===== config.mk =====
export PLATFORM = sky130hd
export DESIGN_NAME = load_miss_buffer
export DESIGN_NICKNAME = d
export VERILOG_FILES = /design/src/rtl/load_miss_buffer.sv
export SDC_FILE = /design/constraint.sdc
export NUM_CORES = 2
export LEC_CHECK = 0
export ABC_CLOCK_PERIOD_IN_PS = 5800
export CELL_PAD_IN_SITES_DETAIL_PLACEMENT = 0
export CELL_PAD_IN_SITES_GLOBAL_PLACEMENT = 2
export CORE_MARGIN = 8
export CORE_UTILIZATION = 33
export CTS_CLUSTER_SIZE = 24
export DETAILED_ROUTE_END_ITERATION = 16
export GPL_TIMING_DRIVEN = 0
export PLACE_DENSITY = 0.79
export SETUP_SLACK_MARGIN = 0.15
export SLEW_MARGIN = 10
export SYNTH_ARGS = -nofsm -noshare
export SYNTH_HDL_FRONTEND = slang
export SYNTH_SLANG_ARGS = --single-unit

===== constraint.sdc =====
create_clock -name clock -period 5.8 [get_ports clock]
set_input_delay 1.16 -clock clock [delete_from_list [all_inputs] [get_ports clock]]
set_output_delay 1.16 -clock clock [all_outputs]
set_load 0.02 [all_outputs]

===== src/rtl/load_miss_buffer.sv =====
// Load completion buffer: parks loads waiting on MSHR fills, merges fill bytes,
// tracks branch masks and presents the oldest fully-resolved load to the CDB.
module load_miss_buffer #(
  parameter int DEPTH      = 8,
  parameter int FILL_PORTS = 2,
  parameter int LINE_WORDS = 2,
  parameter int BM_W       = 4,
  parameter int PREG_W     = 6,
  parameter int MSHR_W     = 3
) (
  input  logic                                clock,
  input  logic                                reset,
  input  logic                                in_valid,
  output logic                                in_ready,
  input  logic [PREG_W-1:0]                   in_dest,
  input  logic [BM_W-1:0]                     in_bm,
  input  logic [MSHR_W-1:0]                   in_mshr,
  input  logic [$clog2(LINE_WORDS)+1:0]       in_addr,
  input  logic [2:0]                          in_func,
  input  logic [3:0]                          in_byte_mask,
  input  logic [31:0]                         in_data,
  input  logic [FILL_PORTS-1:0]               fill_valid,
  input  logic [FILL_PORTS*MSHR_W-1:0]        fill_mshr,
  input  logic [FILL_PORTS*LINE_WORDS*32-1:0] fill_data,
  input  logic [BM_W-1:0]                     br_resolve,
  input  logic                                br_mispred,
  output logic                                cdb_req,
  input  logic                                cdb_gnt,
  output logic [PREG_W-1:0]                   cdb_dest,
  output logic [31:0]                         cdb_data,
  output logic [$clog2(DEPTH):0]              count
);

  localparam int AW = $clog2(LINE_WORDS) + 2;
  localparam int IW = $clog2(DEPTH);
  localparam int CW = $clog2(DEPTH) + 1;

  // Merge matching fill ports into the pending bytes; lower ports override higher ones.
  function automatic logic [35:0] merge_fill(
    input logic [MSHR_W-1:0]                   mshr,
    input logic [AW-1:0]                       addr,
    input logic [3:0]                          pend,
    input logic [31:0]                         data,
    input logic [FILL_PORTS-1:0]               fv,
    input logic [FILL_PORTS*MSHR_W-1:0]        fm,
    input logic [FILL_PORTS*LINE_WORDS*32-1:0] fd
  );
    logic [3:0]  p_out;
    logic [31:0] d_out;
    int          w;
    p_out = pend;
    d_out = data;
    w     = int'(addr >> 2);
    for (int p = FILL_PORTS - 1; p >= 0; p--) begin
      if (fv[p] && (fm[p*MSHR_W +: MSHR_W] == mshr)) begin
        for (int j = 0; j < 4; j++) begin
          if (pend[j]) begin
            d_out[j*8 +: 8] = fd[(p*LINE_WORDS + w)*32 + j*8 +: 8];
            p_out[j]        = 1'b0;
          end else begin
            d_out[j*8 +: 8] = d_out[j*8 +: 8];
          end
        end
      end else begin
        p_out = p_out;
      end
    end
    return {p_out, d_out};
  endfunction

  // Align the addressed bytes to bit 0 and extend according to size/signedness.
  function automatic logic [31:0] format_result(
    input logic [31:0] data,
    input logic [1:0]  off,
    input logic [2:0]  func
  );
    logic [31:0] sh;
    logic [31:0] res;
    sh = data >> {off, 3'b000};
    case (func[1:0])
      2'd0:    res = func[2] ? {24'd0, sh[7:0]}  : {{24{sh[7]}}, sh[7:0]};
      2'd1:    res = func[2] ? {16'd0, sh[15:0]} : {{16{sh[15]}}, sh[15:0]};
      default: res = sh;
    endcase
    return res;
  endfunction

  logic [DEPTH-1:0]   valid_r;
  logic [PREG_W-1:0]  dest_r  [DEPTH];
  logic [BM_W-1:0]    bm_r    [DEPTH];
  logic [MSHR_W-1:0]  mshr_r  [DEPTH];
  logic [AW-1:0]      addr_r  [DEPTH];
  logic [2:0]         func_r  [DEPTH];
  logic [3:0]         pend_r  [DEPTH];
  logic [31:0]        data_r  [DEPTH];
  logic [DEPTH-1:0]   older_r [DEPTH];   // older_r[j][i]: entry j was allocated before entry i
  logic [CW-1:0]      count_r;

  logic [DEPTH-1:0]   ready_s;
  logic [DEPTH-1:0]   blocked_s;
  logic [DEPTH-1:0]   squash_s;
  logic [DEPTH-1:0]   valid_nxt_s;
  logic [3:0]         mrg_pend_s [DEPTH];
  logic [31:0]        mrg_data_s [DEPTH];
  logic [3:0]         in_pend_s;
  logic [31:0]        in_data_s;
  logic               sel_valid_s;
  logic [IW-1:0]      sel_idx_s;
  logic [IW-1:0]      free_idx_s;
  logic               in_ready_s;
  logic               alloc_s;
  logic               gnt_s;
  logic [CW-1:0]      cnt_nxt_s;

  assign in_ready_s = (count_r != CW'(DEPTH));
  assign in_ready   = in_ready_s;
  assign count      = count_r;
  assign alloc_s    = in_valid && in_ready_s && !(br_mispred && (|(in_bm & br_resolve)));
  assign gnt_s      = cdb_gnt && sel_valid_s;

  // Readiness, squash detection and "an older ready entry exists" per entry.
  always_comb begin
    for (int i = 0; i < DEPTH; i++) begin
      ready_s[i]   = valid_r[i] && (pend_r[i] == 4'd0);
      squash_s[i]  = br_mispred && (|(bm_r[i] & br_resolve));
    end
    for (int i = 0; i < DEPTH; i++) begin
      blocked_s[i] = 1'b0;
      for (int j = 0; j < DEPTH; j++) begin
        blocked_s[i] = blocked_s[i] | (ready_s[j] & older_r[j][i]);
      end
    end
  end

  // Oldest ready entry and lowest free slot.
  always_comb begin
    sel_valid_s = 1'b0;
    sel_idx_s   = '0;
    free_idx_s  = '0;
    for (int i = 0; i < DEPTH; i++) begin
      if (ready_s[i] && !blocked_s[i]) begin
        sel_valid_s = 1'b1;
        sel_idx_s   = IW'(i);
      end else begin
        sel_valid_s = sel_valid_s;
      end
    end
    for (int i = DEPTH - 1; i >= 0; i--) begin
      if (!valid_r[i]) begin
        free_idx_s = IW'(i);
      end else begin
        free_idx_s = free_idx_s;
      end
    end
  end

  // Fill merge for resident entries and for the packet being allocated.
  always_comb begin
    for (int i = 0; i < DEPTH; i++) begin
      {mrg_pend_s[i], mrg_data_s[i]} = merge_fill(mshr_r[i], addr_r[i], pend_r[i], data_r[i],
                                                  fill_valid, fill_mshr, fill_data);
    end
    {in_pend_s, in_data_s} = merge_fill(in_mshr, in_addr, in_byte_mask, in_data,
                                        fill_valid, fill_mshr, fill_data);
  end

  // Next-cycle occupancy; a squash and a grant on one entry free it only once.
  always_comb begin
    cnt_nxt_s = '0;
    for (int i = 0; i < DEPTH; i++) begin
      valid_nxt_s[i] = (valid_r[i] && !squash_s[i] && !(gnt_s && (sel_idx_s == IW'(i))))
                     || (alloc_s && (free_idx_s == IW'(i)));
      cnt_nxt_s      = cnt_nxt_s + CW'(valid_nxt_s[i]);
    end
  end

  // CDB presentation driven from registered state only.
  always_comb begin
    if (sel_valid_s) begin
      cdb_req  = 1'b1;
      cdb_dest = dest_r[sel_idx_s];
      cdb_data = format_result(data_r[sel_idx_s], addr_r[sel_idx_s][1:0], func_r[sel_idx_s]);
    end else begin
      cdb_req  = 1'b0;
      cdb_dest = '0;
      cdb_data = 32'd0;
    end
  end

  // Entry storage, age matrix and occupancy count.
  always_ff @(posedge clock or negedge reset) begin
    if (!reset) begin
      valid_r <= '0;
      count_r <= '0;
      for (int i = 0; i < DEPTH; i++) begin
        dest_r[i]  <= '0;
        bm_r[i]    <= '0;
        mshr_r[i]  <= '0;
        addr_r[i]  <= '0;
        func_r[i]  <= 3'd0;
        pend_r[i]  <= 4'd0;
        data_r[i]  <= 32'd0;
        older_r[i] <= '0;
      end
    end else begin
      valid_r <= valid_nxt_s;
      count_r <= cnt_nxt_s;
      for (int i = 0; i < DEPTH; i++) begin
        if (alloc_s && (free_idx_s == IW'(i))) begin
          dest_r[i]  <= in_dest;
          bm_r[i]    <= in_bm & ~br_resolve;
          mshr_r[i]  <= in_mshr;
          addr_r[i]  <= in_addr;
          func_r[i]  <= in_func;
          pend_r[i]  <= in_pend_s;
          data_r[i]  <= in_data_s;
          older_r[i] <= '0;
        end else begin
          bm_r[i]   <= bm_r[i] & ~br_resolve;
          pend_r[i] <= mrg_pend_s[i];
          data_r[i] <= mrg_data_s[i];
          if (alloc_s) begin
            older_r[i][free_idx_s] <= 1'b1;
          end
        end
      end
    end
  end

endmodule

Yosys cells after proc, flatten, opt, wreduce, memory -nomap -nowiden. Cells that the tools add are included. W data, S select, Z words.

Mux-type cells: 227. $add $sub $neg: 70. Shifts and indexed selects: 73. Equality and inequality tests: 34. Bitwise gates (word level): 148. Magnitude comparators: 3. Reductions and logical operators: 140.

Operators by type and width (count): $shiftx A128 B32 Y8 (27); $shiftx A128 B8 Y8 (27); $shiftx A128 B10 Y8 (9); $shiftx A128 B7 Y8 (9); $mux W32 (31); $mux W8 (88); $add A32 B5 Y32 const B (9); $add A32 B6 Y32 const B (9); $mux W4 (34); $add A6 B5 Y7 const B (18); $bmux W32 S3 (1); $add A8 B5 Y9 const B (9); $logic_and A1 B1 Y1 (79); $and A4 B4 Y4 (18); $and A1 B1 Y1 (64); $or A8 B8 Y8 (8); $pmux W32 S2 (1); $add A6 B4 Y7 const B (9); $or A1 B1 Y1 (56); $eq A3 B3 Y1 (18); $mux W1 (47); $mux W3 (14); $reduce_or A4 Y1 (9); $logic_not A4 Y1 (8); other kinds (26) (93).

Flip-flop bits (word level): 516. Output and inout port bits: 44.

Depth between registers and ports, before layout.
Depth in word-level cells: 32. Depth in mapped cells: 23.

Least setup slack after synthesis. No wires, ideal clock.

Kind: reg-to-reg. Start point: reg pend_r[1] in the netlist's numbering. End point: reg count_r[2] (netlist: count[2]). Arrival time: 5.243 ns. Path buffers: 4. Data required time: 5.677 ns. Path slack: 0.435 ns. Stages on the path, launching flop included: 23. Cells stage by stage: dfrtp_1 -> nor4_4 -> nand3b_1 -> a2111o_1 -> nor2_4 -> nor2_1 -> o21ai_2 -> buf_4 -> buf_4 -> buf_2 -> clkbuf_1 -> nand3_1 -> o211ai_1 -> nand2_1 -> fa_1 -> fa_1 -> inv_1 -> fa_1 -> inv_1 -> ha_1 -> inv_1 -> fa_1 -> xnor2_1.

Elaborated cells on any way between the ends: 97. Those cells by class: add/sub (7); eq/ne (7); mux (15); bitwise (16); reduce/logical (52).

RTL lines: from (decl) (RTL line 94) `logic [3:0] pend_r [DEPTH];`; from (signal, indexed assignment) (RTL line 215) `pend_r[i] <= in_pend_s;`; from (signal, indexed assignment) (RTL line 220) `pend_r[i] <= mrg_pend_s[i];`; $logic_not A4 Y1 * (RTL line 124) `ready_s[i] = valid_r[i] && (pend_r[i] == 4'd0);`; $logic_and A1 B1 Y1 * (RTL line 124); $and A1 B1 Y1 (RTL line 130) `blocked_s[i] = blocked_s[i] | (ready_s[j] & older_r[j][i]);`; $or A1 B1 Y1 (RTL line 130); $logic_not A1 Y1 (RTL line 141) `if (ready_s[i] && !blocked_s[i]) begin`; $logic_and A1 B1 Y1 (RTL line 141); $mux W1 (8 in series) (RTL line 141); $logic_and A1 B1 Y1 (RTL line 119) `assign gnt_s = cdb_gnt && sel_valid_s;`; $logic_and A1 B1 Y1 * (RTL line 171) `valid_nxt_s[i] = (valid_r[i] && !squash_s[i] && !(gnt_s && (sel_idx_s == IW'(i))))`; $logic_not A1 Y1 * (RTL line 171); $logic_and A1 B1 Y1 * (RTL line 171); $logic_or A1 B1 Y1 * (RTL line 172) `|| (alloc_s && (free_idx_s == IW'(i)));`; via valid_nxt_s[3] (RTL line 102) `logic [DEPTH-1:0] valid_nxt_s;`; $add A3 B1 Y4 * (RTL line 173) `cnt_nxt_s = cnt_nxt_s + CW'(valid_nxt_s[i]);`; $add A4 B1 Y4 * (4 in series) (RTL line 173); via cnt_nxt_s[2] (RTL line 113) `logic [CW-1:0] cnt_nxt_s;`; to (signal assigned) (RTL line 207) `count_r <= cnt_nxt_s;`; to (decl) (RTL line 97) `logic [CW-1:0] count_r;`.

Mark *: on every way through the listed nets, which the timed path passes. The rest lies on a longest branch. A chain may end at the register's enable or synchronous reset.

Worst setup path after layout.
Start point: reg pend_r[13] in the netlist's numbering. End point: out cdb_data[30].

Cells in the longest elaborated chain, start to end: 24. Elaborated cells on any way between the ends: 90. Those cells by class: eq/ne (1); shift (1); mux (28); bitwise (41); reduce/logical (19).

Ends and longest elaborated chain: $logic_not A4 Y1 * (RTL line 124); $logic_and A1 B1 Y1 * (RTL line 124); $and A1 B1 Y1 (RTL line 130); $or A1 B1 Y1 (4 in series) (RTL line 130); $logic_not A1 Y1 (RTL line 141); $logic_and A1 B1 Y1 (RTL line 141); $mux W1 (RTL line 141); $mux W2 (2 in series) (RTL line 141); $mux W3 (4 in series) (RTL line 141); $not A3 Y4 (not written as such) (RTL line 182) `cdb_data = format_result(data_r[sel_idx_s], addr_r[sel_idx_s][1:0], func_r[sel_idx_s]);`; $bmux W32 S3 / $bmux W3 S3 (equally long branches) (RTL line 182); $mux W32 (not written as such) / $mux W2 (equally long branches) (2 in series) (RTL line 182); $shr A32 B5 Y32 (RTL line 79) `sh = data >> {off, 3'b000};`; $mux W32 (on tied branches) (RTL line 82, 81); $pmux W32 S2 (RTL line 80) `case (func[1:0])`; $mux W32 * (RTL line 179) `if (sel_valid_s) begin`; to (decl) (RTL line 30) `output logic [31:0] cdb_data,`.

Every way passes the cells marked *; elsewhere a longest branch is shown, timed or not. The select of a mux whose other input is x is not followed.

==> key figures <==
Run status
  – Status: finished with violations
  – Failing checks: negative setup slack

Pwr
  – Switch Pwr: 16.2 mW
  – Post-route total power: 33.7 mW
  – Seq pwr share: 15.9%
  – Clock Power Share: 13.2%
  – Design internal power: 17.5 mW
  – Pwr/cell area: 758 mW/mm^2
  – Leakage: 18.8 nW
  – Max IR drop VDD: 0.000668 V
  – Net Sw Frac: 48.0%
  – Comb power frac: 70.9%

CTS
  – CTS tree: done
  – H-tree depth: 3
  – Maximum root-to-sink buffer count: 3
  – Clock transition at the registers of the reported paths: 0.06 ns
  – Cts hold-fix bufs: 0
  – Root Driver: clkbuf_16
  – TritonCTS Buffers: 70
  – Clock Sink Count: 516
  – Clk_lat worst skew: 0.66 ns

Layout
  – Layout cell share with drive strength beyond 1: 14.4%
  – Commonest non-fill, non-tap cell in the layout: nand2_1
  – Commonest cells after routing, fill and taps aside: nand2_1, mux2i_1, dfrtp_1, o21ai_0, clkbuf_1
  – Fillers: 11200
  – Post-layout util: 40.8%
  – Area delta synth->final: 22.5%
  – Final Net Count: 4901

Global routing
  – Grt total ovfl: 0
  – GRT Overall Usage: 30.6%
  – Vias in the first global route: 36400
  – Pin count of the biggest net entering global routing: 104
  – First-pass GRT wire length: 272000 microns
  – Initial antenna violation count: 18

Min path
  – Hold path endpoint: older_r[63]
  – Hold path start: older_r[63]
  – Worst hold-check path type: reg -> reg
  – Cell depth of the worst min-delay path: 2

Critical path
  – Register-to-Register Path Depth: 22
  – CP Capture Type: primary output
  – WP data required: 4.64 ns
  – CP Class: reg -> out
  – Worst r2r src: pend_r[13]
  – Reg2reg setup slack: -0.16 ns
  – Critical path arrival: 5.00 ns
  – Critical R2R Capture: count[1]
  – Critical Path Source Type: flop
  – Critical path fanouts, max: 8

Logic synthesis
  – Share of the synthesized area in the top cell type: 35.6%
  – Number of synthesized flops with an enable pin: 0
  – Post-synth ARST share: 100%
  – Syn_area_per_cell: 8.27 sq um
  – Number of distinct library cells after synthesis: 78
  – Top_reg_cell synth: dfrtp_1
  – Syn_nets: 4592
  – Synth Area in XOR/XNOR: 1.33%
  – Post-Syn Area: 0.0363 sq mm
  – Main area contributors after synthesis: dfrtp_1, mux2i_1, nand2_1
  – Compound-cell area share of the yosys netlist: 18.7%
  – Yosys top cell by area: dfrtp_1
  – Mapped Cells: 4385
  – Post-synthesis simple-gate area fraction: 17.2%
  – Combinational family with the most area after synthesis: multiplexers
  – Synth Area in Adders: 0.324%
  – FF+latch count, synth: 516
  – Mux share of post-synthesis cell area: 21.5%
  – Yosys warnings: 0
  – Post-synthesis sequential area ratio: 35.6%

Floorplan
  – Number of I/O pins: 244
  – Initial core utilization: 33.3%
  – Die Ht: 347 microns
  – Core area: 0.109 sq mm
  – # rows: 121
  – Die width: 347 microns
  – Full die area: 0.121 sq mm

Timing
  – Worst Hold Slack: 0.472 ns
  – Final max-slew violation count: 0
  – Slew margin rel.: 6.84%
  – Skew final: 0.0426 ns
  – Final WS setup: -0.357 ns
  – FMAX: 162 MHz
  – Tmin final: 6.16 ns
  – Measured slew at the worst slew-check pin: 1.39 ns
  – RSZ-0062 raised after global routing: yes
  – Fin. Hold Viols: 0
  – Final setup vio count: 33
  – Final Cycle Share: 106%

Placement
  – Port bufs: 84
  – Post-detail-place hpwl: 137000 microns
  – RePlAce Congestion: 0.985

Routing
  – Post-route ant nets: 0
  – DRT iter0 DRCs: 4326
  – DR vias/cell: 6.03
  – Routed wire per std cell: 31.3 microns
  – DRT Pass-1 Iters: 6
  – DR vias: 37200
  – Detailed Route WL: 193000 microns
  – DRC: 0

Flow run
  – Maxcap violations: 0
## layout make-up
cell class,instances,area (sq um),area share [%]
Antenna cell,10,25.0,0.0563
Clock inverter,26,272,0.611
Buffer,465,2210,4.97
Inverter,14,52.6,0.118
Timing Repair Buffer,242,2540,5.73
Clock buffer,98,2000,4.49
Tap cell,1414,1770,3.98
Sequential cell,516,12900,29.1
Multi-Input combinational cell,3385,22600,50.9
## routing by layer
metal | track usage, % | vias to the layer above | share of wire (%)
met4 | 15.5 | 14 | 5.9
li1 | - | 16100 | -
met3 | 7.34 | 545 | 9.7
met2 | 47.0 | 2122 | 44
met1 | 40.0 | 18400 | 41
met5 | 0 | - | 0.048
## stage by stage
| stage | cell area (sq um) | setup slack, ns | setup TNS (ns) | instances |
|---|---|---|---|---|
| finish | 44400 | -0.357 | -7.51 | 6170 |
| detailed placement | 39100 | -2.05 | -66.28 | 5893 |
| floorplan | 36300 | 0.435 | 0 | 4385 |
| global route | 44400 | -0.323 | -8.09 | 6164 |
| global placement | 38900 | -22.34 | - | 5883 |
| CTS | 44000 | -0.164 | -1.87 | 6147 |
## synth_stat cells, types with 11 or more instances
cell	count
dfrtp_1	516
a211oi_1	164
buf_1	143
clkbuf_2	11
xnor2_1	19
a21oi_1	232
buf_2	16
and3_1	50
mux2_2	135
a32oi_1	11
nor2_1	284
a22o_1	19
xor2_1	36
mux2i_1	617
o211ai_1	203
inv_1	14
nor3_1	23
nand2_1	991
nand3_1	72
clkbuf_1	283
and2_1	36
o21ai_0	339
a221oi_1	17
## what timing repair did
| action | 4_1_cts | 5_1_grt |
|---|---|---|
| pin swaps | 72 | 26 |
| endpoints found under the setup margin | 43 | 41 |
| setup buffers | 131 | 14 |
| resized for setup | 513 | 71 |
| gates cloned | 3 | 0 |
## flip-flops by register name (all words and copies together) (netlist names)
register	flops
addr_r	24
bm_r	32
count	4
data_r	256
dest_r	48
func_r	24
mshr_r	24
older_r	64
pend_r	32
valid_r	8
## worst max-delay path: stages (launching register included)
cell and delay [ns]:
dfrtp_1 0.47, nor4_4 0.47, and2_1 0.22, buf_6 0.15, nor2b_1 0.20, nand4_1 0.14
buf_6 0.19, o21ai_4 0.19, o21ai_4 0.09, buf_12 0.15, buf_12 0.15, mux2i_4 0.20
o221a_4 0.28, mux2i_4 0.26, o22ai_1 0.11, a311o_2 0.49, buf_8 0.20, a21bo_4 0.22
buf_6 0.13
## cell families after synthesis
logic type / after synthesis
AO/OA/AOI/OAI: 1065
XOR/XNOR: 55
adder cells (fa/ha/maj): 7
buffers and inverters: 484
flip-flops: 516
multiplexers: 757
AND/OR/NAND/NOR: 1501
## power by group through the flow
| stage | sequential (mW) | combinational, mW | clock [mW] |
|---|---|---|---|
| 2_1_floorplan | 5.14 | 10.3 | 0 |
| 3_3_place_gp | 5.37 | 17.2 | 0 |
| 3_5_place_dp | 5.37 | 17.3 | 0 |
| 4_1_cts | 5.33 | 22.4 | 4.46 |
| 5_1_grt | 5.46 | 24.6 | 4.60 |
| 6_report | 5.36 | 23.9 | 4.44 |
## worst max-delay path by stage
stage	start	to	slack, ns
2_1_floorplan	pend_r[1]	count[2]	0.43
3_3_place_gp	reset	bm_r[12]	-22.34
3_5_place_dp	pend_r[22]	count[1]	-2.05
4_1_cts	pend_r[23]	cdb_data[25]	-0.16
5_1_grt	pend_r[22]	cdb_data[30]	-0.32
6_report	pend_r[13]	cdb_data[30]	-0.36
No activity file was read; power rests on OpenSTA's default activity.
